### src/rtl/mem_stage_module_if.sv
// Handshake and MEM/WB bundle between the execute-stage register, the memory
// stage and write-back.
interface mem_stage_module_if;
    logic        wb_enable_in;
    logic        mem_read_enable_in;
    logic        mem_write_enable_in;
    logic [3:0]  dest_in;
    logic [31:0] alu_result_in;
    logic [31:0] val_rm_in;
    logic        ready;
    logic        wb_enable_out;
    logic        mem_read_enable_out;
    logic [3:0]  dest_out;
    logic [31:0] alu_result_out;
    logic [31:0] mem_data_out;

    modport slave (
        input  wb_enable_in, mem_read_enable_in, mem_write_enable_in,
        input  dest_in, alu_result_in, val_rm_in,
        output ready, wb_enable_out, mem_read_enable_out,
        output dest_out, alu_result_out, mem_data_out
    );

    modport master (
        output wb_enable_in, mem_read_enable_in, mem_write_enable_in,
        output dest_in, alu_result_in, val_rm_in,
        input  ready, wb_enable_out, mem_read_enable_out,
        input  dest_out, alu_result_out, mem_data_out
    );
endinterface

### src/rtl/mem_stage_module.sv
// Memory stage: multi-cycle word load/store against an internal data memory,
// stalling upstream via ready and driving the MEM/WB pipeline register.
module mem_stage_module #(
    parameter int MEM_DEPTH   = 64,
    parameter int BASE_ADDR   = 1024,
    parameter int WAIT_CYCLES = 4
) (
    input  logic                clk,
    input  logic                rst,
    mem_stage_module_if.slave   bus
);
    localparam int IDX_W = $clog2(MEM_DEPTH);

    typedef enum logic [1:0] {
        IDLE = 2'd0,
        BUSY = 2'd1,
        DONE = 2'd2
    } state_t;

    state_t             state_r;
    logic [3:0]         cnt_r;
    logic [31:0]        mem_r [MEM_DEPTH];
    logic [IDX_W-1:0]   idx_s;
    logic               mem_req_s;
    logic               ready_s;
    logic               wb_enable_r;
    logic               mem_read_enable_r;
    logic [3:0]         dest_r;
    logic [31:0]        alu_result_r;
    logic [31:0]        mem_data_r;

    // Request decode and word index; out-of-range addresses wrap by truncation.
    always_comb begin
        mem_req_s = bus.mem_read_enable_in | bus.mem_write_enable_in;
        idx_s     = IDX_W'((bus.alu_result_in - 32'(BASE_ADDR)) >> 2);
    end

    // Upstream handshake: consumed in IDLE without a request, or on DONE.
    always_comb begin
        ready_s = 1'b1;
        if (!rst) begin
            ready_s = 1'b1;
        end else begin
            case (state_r)
                IDLE:    ready_s = ~mem_req_s;
                BUSY:    ready_s = 1'b0;
                DONE:    ready_s = 1'b1;
                default: ready_s = 1'b1;
            endcase
        end
    end

    // Access sequencing and the MEM/WB register; stalled cycles load bubbles.
    always_ff @(posedge clk) begin
        if (!rst) begin
            state_r           <= IDLE;
            cnt_r             <= 4'd0;
            wb_enable_r       <= 1'b0;
            mem_read_enable_r <= 1'b0;
            dest_r            <= 4'd0;
            alu_result_r      <= 32'd0;
            mem_data_r        <= 32'd0;
        end else begin
            case (state_r)
                IDLE: begin
                    if (mem_req_s) begin
                        wb_enable_r       <= 1'b0;
                        mem_read_enable_r <= 1'b0;
                        dest_r            <= 4'd0;
                        alu_result_r      <= 32'd0;
                        mem_data_r        <= 32'd0;
                        cnt_r             <= 4'd0;
                        state_r           <= BUSY;
                    end else begin
                        wb_enable_r       <= bus.wb_enable_in;
                        mem_read_enable_r <= bus.mem_read_enable_in;
                        dest_r            <= bus.dest_in;
                        alu_result_r      <= bus.alu_result_in;
                        mem_data_r        <= 32'd0;
                    end
                end
                BUSY: begin
                    wb_enable_r       <= 1'b0;
                    mem_read_enable_r <= 1'b0;
                    dest_r            <= 4'd0;
                    alu_result_r      <= 32'd0;
                    mem_data_r        <= 32'd0;
                    cnt_r             <= cnt_r + 4'd1;
                    if (cnt_r == 4'(WAIT_CYCLES - 1)) begin
                        state_r <= DONE;
                    end
                end
                DONE: begin
                    wb_enable_r       <= bus.wb_enable_in;
                    mem_read_enable_r <= bus.mem_read_enable_in;
                    dest_r            <= bus.dest_in;
                    alu_result_r      <= bus.alu_result_in;
                    // Read sees pre-write contents when a store commits on the same edge.
                    mem_data_r        <= bus.mem_read_enable_in ? mem_r[idx_s] : 32'd0;
                    state_r           <= IDLE;
                end
                default: begin
                    wb_enable_r       <= 1'b0;
                    mem_read_enable_r <= 1'b0;
                    dest_r            <= 4'd0;
                    alu_result_r      <= 32'd0;
                    mem_data_r        <= 32'd0;
                    cnt_r             <= 4'd0;
                    state_r           <= IDLE;
                end
            endcase
        end
    end

    // Data memory store port; contents survive reset, stores commit only on DONE.
    always_ff @(posedge clk) begin
        if (rst && (state_r == DONE) && bus.mem_write_enable_in) begin
            mem_r[idx_s] <= bus.val_rm_in;
        end
    end

    assign bus.ready               = ready_s;
    assign bus.wb_enable_out       = wb_enable_r;
    assign bus.mem_read_enable_out = mem_read_enable_r;
    assign bus.dest_out            = dest_r;
    assign bus.alu_result_out      = alu_result_r;
    assign bus.mem_data_out        = mem_data_r;
endmodule

### src/flat_wrapper.sv
// flat-port wrapper written by rule: the top's interface ports become plain ports
module mem_stage_module_flat 
#(
    parameter int MEM_DEPTH   = 64,
    parameter int BASE_ADDR   = 1024,
    parameter int WAIT_CYCLES = 4
)
  (clk, rst, bus_wb_enable_in, bus_mem_read_enable_in, bus_mem_write_enable_in, bus_dest_in, bus_alu_result_in, bus_val_rm_in, bus_ready, bus_wb_enable_out, bus_mem_read_enable_out, bus_dest_out, bus_alu_result_out, bus_mem_data_out);
  mem_stage_module_if bus_i ();
  input  logic clk;
  input  logic rst;
  input wire logic [$bits(bus_i.wb_enable_in)-1:0] bus_wb_enable_in;
  input wire logic [$bits(bus_i.mem_read_enable_in)-1:0] bus_mem_read_enable_in;
  input wire logic [$bits(bus_i.mem_write_enable_in)-1:0] bus_mem_write_enable_in;
  input wire logic [$bits(bus_i.dest_in)-1:0] bus_dest_in;
  input wire logic [$bits(bus_i.alu_result_in)-1:0] bus_alu_result_in;
  input wire logic [$bits(bus_i.val_rm_in)-1:0] bus_val_rm_in;
  output wire logic [$bits(bus_i.ready)-1:0] bus_ready;
  output wire logic [$bits(bus_i.wb_enable_out)-1:0] bus_wb_enable_out;
  output wire logic [$bits(bus_i.mem_read_enable_out)-1:0] bus_mem_read_enable_out;
  output wire logic [$bits(bus_i.dest_out)-1:0] bus_dest_out;
  output wire logic [$bits(bus_i.alu_result_out)-1:0] bus_alu_result_out;
  output wire logic [$bits(bus_i.mem_data_out)-1:0] bus_mem_data_out;
  assign bus_i.wb_enable_in = bus_wb_enable_in;
  assign bus_i.mem_read_enable_in = bus_mem_read_enable_in;
  assign bus_i.mem_write_enable_in = bus_mem_write_enable_in;
  assign bus_i.dest_in = bus_dest_in;
  assign bus_i.alu_result_in = bus_alu_result_in;
  assign bus_i.val_rm_in = bus_val_rm_in;
  assign bus_ready = bus_i.ready;
  assign bus_wb_enable_out = bus_i.wb_enable_out;
  assign bus_mem_read_enable_out = bus_i.mem_read_enable_out;
  assign bus_dest_out = bus_i.dest_out;
  assign bus_alu_result_out = bus_i.alu_result_out;
  assign bus_mem_data_out = bus_i.mem_data_out;
  mem_stage_module #(.MEM_DEPTH(MEM_DEPTH), .BASE_ADDR(BASE_ADDR), .WAIT_CYCLES(WAIT_CYCLES)) u_core (.clk(clk), .rst(rst), .bus(bus_i));
endmodule
### config.mk
export PLATFORM = sky130hd
export DESIGN_NAME = mem_stage_module_flat
export DESIGN_NICKNAME = d
export VERILOG_FILES = /design/src/rtl/mem_stage_module_if.sv /design/src/rtl/mem_stage_module.sv /design/src/flat_wrapper.sv
export SDC_FILE = /design/constraint.sdc
export NUM_CORES = 2
export LEC_CHECK = 0
export BUFFER_PORTS_ARGS = -buffer_cell sky130_fd_sc_hd__buf_4
export CAP_MARGIN = 20
export CORE_ASPECT_RATIO = 2
export CORE_MARGIN = 10
export CORE_UTILIZATION = 55
export CTS_CLUSTER_DIAMETER = 40
export CTS_CLUSTER_SIZE = 28
export DETAILED_ROUTE_END_ITERATION = 7
export HOLD_SLACK_MARGIN = 0.05
export PLACE_DENSITY = 0.71
export SLEW_MARGIN = 20
export SYNTH_ARGS = -nofsm -noshare
export SYNTH_HDL_FRONTEND = slang
export SYNTH_SLANG_ARGS = --single-unit
### constraint.sdc
create_clock -name clk -period 4.5 [get_ports clk]
set_input_delay 1.125 -clock clk [delete_from_list [all_inputs] [get_ports clk]]
set_output_delay 1.125 -clock clk [all_outputs]
set_load 0.03 [all_outputs]
After elaboration in Yosys (flattened, before gate mapping). Memories as Yosys holds them, arrays and structs flattened. A register that Yosys moved wholly into a read port is not among the register bits. Index checks and enable logic that the tools add are counted.

Bits in registers: 44. Bits of input ports: 73. Memories: 1. RAM bits: 2048. Word-level logic and storage cells: 41.

Memory list: u_core.mem_r (words 64, bits a word 32, read ports 1, clocked after Yosys merged registers in 1, write ports 1, RTL line mem_stage_module.sv:22) `logic [31:0] mem_r [MEM_DEPTH];`.

Mux-type cells: 17. Bitwise logic cells: 3. Reduce and logical (&&, ||, !) cells: 7. Equal/unequal tests: 5. Add/subtract/negate cells: 2.

Operator list (count): 32-bit case mux with 2 select lines (1); 32-bit 2-to-1 mux (1); 4-bit case mux with 3 select lines (1); 4-bit 2-to-1 mux (2); 4-bit case mux with 2 select lines (1); 8-bit by 1-bit subtractor with 8-bit output (second input constant) (1); 1-bit case mux with 2 select lines (3); 1-bit 2-to-1 mux (5); 4-bit by 1-bit adder with 4-bit output (second input constant) (1); 4-bit by 2-bit equality test with 1-bit output (second input constant) (1); 2-bit 2-to-1 mux (2); 2-bit by 1-bit inequality test with 1-bit output (second input constant) (2); 2-bit case mux with 2 select lines (1); 2-bit AND reduction (2); 3-bit AND reduction (1); 2-bit by 1-bit equality test with 1-bit output (second input constant) (1); 2-bit equality test (second input constant) (1); 1-bit logical AND (2); 2-bit zero test (1); 1-bit NOT (2); 1-bit zero test (1); 1-bit bitwise OR (1).

Logic depth before layout (Yosys ltp).
Depth after elaboration: 5. Mapped depth: 9. Depth with buffers taken out: 5.

Worst setup path before layout. No wires, ideal clock.

Kind: input to register. From: input bus_alu_result_in[4]. To: memory u_core.mem_r[60][0] (enable). Library setup time: 0.421 ns. Buffers on the path: 4. Arrival: 3.629 ns. Setup slack: 0.450 ns. Data required time: 4.079 ns. Stages on the path: 7. Cells stage by stage: buf_2 buf_2 buf_2 buf_2 and2_1 nand2_1 nor2_1.

Word-level cells in the longest chain between the ends: 1.

Ends and longest elaborated chain: start, declared (RTL line flat_wrapper.sv:16) `input wire logic [$bits(bus_i.alu_result_in)-1:0] bus_alu_result_in;`; 8-bit by 1-bit subtractor with 8-bit output (RTL line mem_stage_module.sv:35) `idx_s = IDX_W'((bus.alu_result_in - 32'(BASE_ADDR)) >> 2);`; end, declared (RTL line mem_stage_module.sv:22).

Every way passes these cells.

Worst setup path after layout.
From: input bus_mem_read_enable_in. To: output bus_ready.

Word-level cells in the longest chain between the ends: 4.

Ends and longest elaborated chain: start, declared (RTL line flat_wrapper.sv:13) `input wire logic [$bits(bus_i.mem_read_enable_in)-1:0] bus_mem_read_enable_in;`; 1-bit bitwise OR (RTL line mem_stage_module.sv:34) `mem_req_s = bus.mem_read_enable_in | bus.mem_write_enable_in;`; 1-bit NOT (RTL line mem_stage_module.sv:45) `IDLE: ready_s = ~mem_req_s;`; 1-bit case mux with 2 select lines (RTL line mem_stage_module.sv:44) `case (state_r)`; 1-bit 2-to-1 mux (RTL line mem_stage_module.sv:41) `if (!rst) begin`; end, declared (RTL line flat_wrapper.sv:18) `output wire logic [$bits(bus_i.ready)-1:0] bus_ready;`.

Every way passes these cells.

==> metrics <==
WHS Endpoint u_core.bus.dest_out[3]$_SDFF_PN0_; drc violations 1; Syn Std Cell Area 80,800 sq um; Final setup viols 0; vias in the first global route 44.3k; CTS tree built; worst hold start bus_dest_in[3]; EDFF count, synth 2,048; sequential fraction of the synthesis area 78.0%; R2R Path Start u_core.state_r[0]$_SDFFE_PN0P_; Post-CTS Resized 0; final slew viol count 0; Layout Nets 4,645; Synth async-reset ratio 0%; Total Power 37.2 mW; io pins 144; max_slew headroom 35.7%; violated checks DRC; antenna violations before repair 9; largest net degree at the start of global routing 124; final wirelength 207,000 um; starting density of the core 55.4%; critical path arrival 2.29 ns; Synth area leader edfxtp_1; post-layout util 62.0%; Crit. End Element output pin; Synth Net Count 4,477; reg-to-reg endpoint u_core.mem_r[23][23]$_DFFE_PP_; Final min period 3.41 ns; CP Class primary input to output pin; status finished with violations; share of the clock period used by the worst path 75.8%; first-pass GRT wire length 301,000 um; grt ovf 0; TNS Setup 0 ns; 1st-iter DRT viols 4,884; Final Hold Fails 0; Synth Warn # 0; synth unique cells 51; top cells by area, synth edfxtp_1 (76%), mux4_2 (4.7%), mux2i_1 (3.2%), a221oi_1 (2.0%), dfxtp_1 (1.9%); H-tree levels 4; remaining antenna violation count 0; unrepaired setup endpoints after global routing false; fraction of layout cells with a size suffix above 1 17.8%; Die Width 291 um; CTS Buf Count 146; Achievable Freq 0.293 GHz; worst min path class primary input to flip-flop; cts hold-fix bufs 0; Crit path required time 3.38 ns; Final Skew 0.0329 ns; Final GP Congestion 0.816; startpoint types primary input; setup bufs post-CTS 0; share of the synthesized area in the top cell type 76.1%; Worst Max-Slew Pin Slew 0.955 ns; vias 43.8k; Hold Crit Depth 2; worst skew pair latency 0.82 ns; Crit Path Max Fanout 3; synthesized instance count 4,403; area of the die 164,000 sq um; IO buf count 143; max cap viols 0; CTS clk-pin slew, worst paths 0.10 ns; Rows 198; Mapped Avg Cell Area 18.4 sq um; Static Leak 28.8 nW; area grow syn2layout 12.0%; WL per Instance 31.5 um; pwr/cell area 411 nW/um^2; vias per inst 6.67; Synth Register Bits 2,124; Core Area 146,000 sq um; most instantiated cells after synthesis edfxtp_1 (2,048), mux2i_1 (259), a22oi_1 (188), a221oi_1 (186), mux4_2 (167); top-count cell post-synth edfxtp_1; Worst R2R Setup Slack 1.88 ns; clk buf depth 4; VDD IR max 0.455 mV; Reg2Reg Depth 6; First-pass DRT Iterations 7; Die Span Y 562 um; post-DP HPWL 125,000 um; All-Layer GR Usage 24.7%; clock sink count 2,124; filler instances 9,925; clk root buf clkbuf_16; Post-synth top flop edfxtp_1
[layer usage]
layer  routed length, um  global-route usage (%)
met2              114000                    46.0
met4                8300                    9.97
met5                  43                       0
met3               13800                    3.17
met1               71400                    28.4
[area by class of cell]
cell class	count	area, sq um	area share (%)
antenna	3	7.51	0.00829
sequential	2124	63000	69.6
inverter	3	18.8	0.0207
clock inverter	94	1060	1.18
tap	1900	2380	2.63
clock buffer	158	3810	4.21
multi-input combinational	1949	16900	18.6
timing repair buffer	347	3370	3.72
[cell families (layout without fill, tap and decap cells)]
| logic type | after synthesis | in the layout | synth area share, % |
|---|---|---|---|
| xor+xnor | 2 | 2 | 0.0217 |
| flops | 2124 | 2124 | 78.0 |
| compound gates | 916 | 916 | 8.08 |
| mux | 426 | 426 | 7.86 |
| simple gates | 604 | 604 | 4.20 |
| fa+ha+maj | 1 | 1 | 0.0155 |
| buf+inv | 330 | 602 | 1.84 |
| other cells | 0 | 3 | 0 |
[metrics by stage]
step / instances / hold WS, ns / cell area [sq um] / setup slack [ns]
2_1_floorplan: 4403 / 0.499 / 80800 / 0.450
3_3_place_gp: 6323 / 0.532 / 85600 / 0.346
3_5_place_dp: 6323 / 0.572 / 85600 / 0.408
4_1_cts: 6575 / 0.506 / 90500 / 1.02
5_1_grt: 6578 / 0.523 / 90500 / 1.02
6_report: 6578 / 0.526 / 90500 / 1.09
[worst max path at each step]
stage	start	endpoint	slack, ns
final	bus_mem_read_enable_in	bus_ready	1.09
after global routing	u_core.state_r[0]$_SDFFE_PN0P_	bus_ready	1.02
after CTS	u_core.state_r[0]$_SDFFE_PN0P_	bus_ready	1.02
after detailed placement	bus_alu_result_in[2]	u_core.bus.mem_data_out[13]$_SDFF_PN0_	0.41
after global placement	bus_alu_result_in[2]	u_core.bus.mem_data_out[13]$_SDFF_PN0_	0.35
after floorplan	bus_alu_result_in[4]	u_core.mem_r[60][0]$_DFFE_PP_	0.45
[sequential cells by signal, summed over array words and instances (netlist names)]
register,cells
u_core.bus.dest_out,4
u_core.state_r,2
u_core.cnt_r,4
u_core.bus.wb_enable_out,1
u_core.bus.alu_result_out,32
u_core.bus.mem_data_out,32
u_core.bus.mem_read_enable_out,1
u_core.mem_r,2048
[placed cells by master, fill, tap and decap left out, types with 10 or more instances in the layout]
cell and n:
inv_8 15, nand2b_1 10, mux4_2 167, edfxtp_1 2048
clkinv_2 10, buf_4 285, o22a_1 97, o21ai_0 116
nor4_1 32, clkinv_4 13, o22ai_1 31, nand2_1 144
buf_12 59, nor2_4 66, o31a_1 29, a21oi_1 128
clkbuf_16 151, nor2_1 37, nor3b_1 59, a22oi_1 188
and3_1 100, mux2i_1 259, o221ai_1 31, clkinv_8 18
nand3b_1 119, inv_6 16, a31oi_1 91, dfxtp_1 76
a221oi_1 186
[power breakdown]
group          leakage, nW  switching, mW  internal, mW
clock                 2.37           7.06          6.72
combinational         7.38           1.22         0.602
sequential            19.0        0.00438          21.6
[critical path: stages]
cell and delay, ns:
buf_4 0.12, o311ai_0 0.74, buf_4 0.30
No activity file was read; power rests on OpenSTA's default activity.
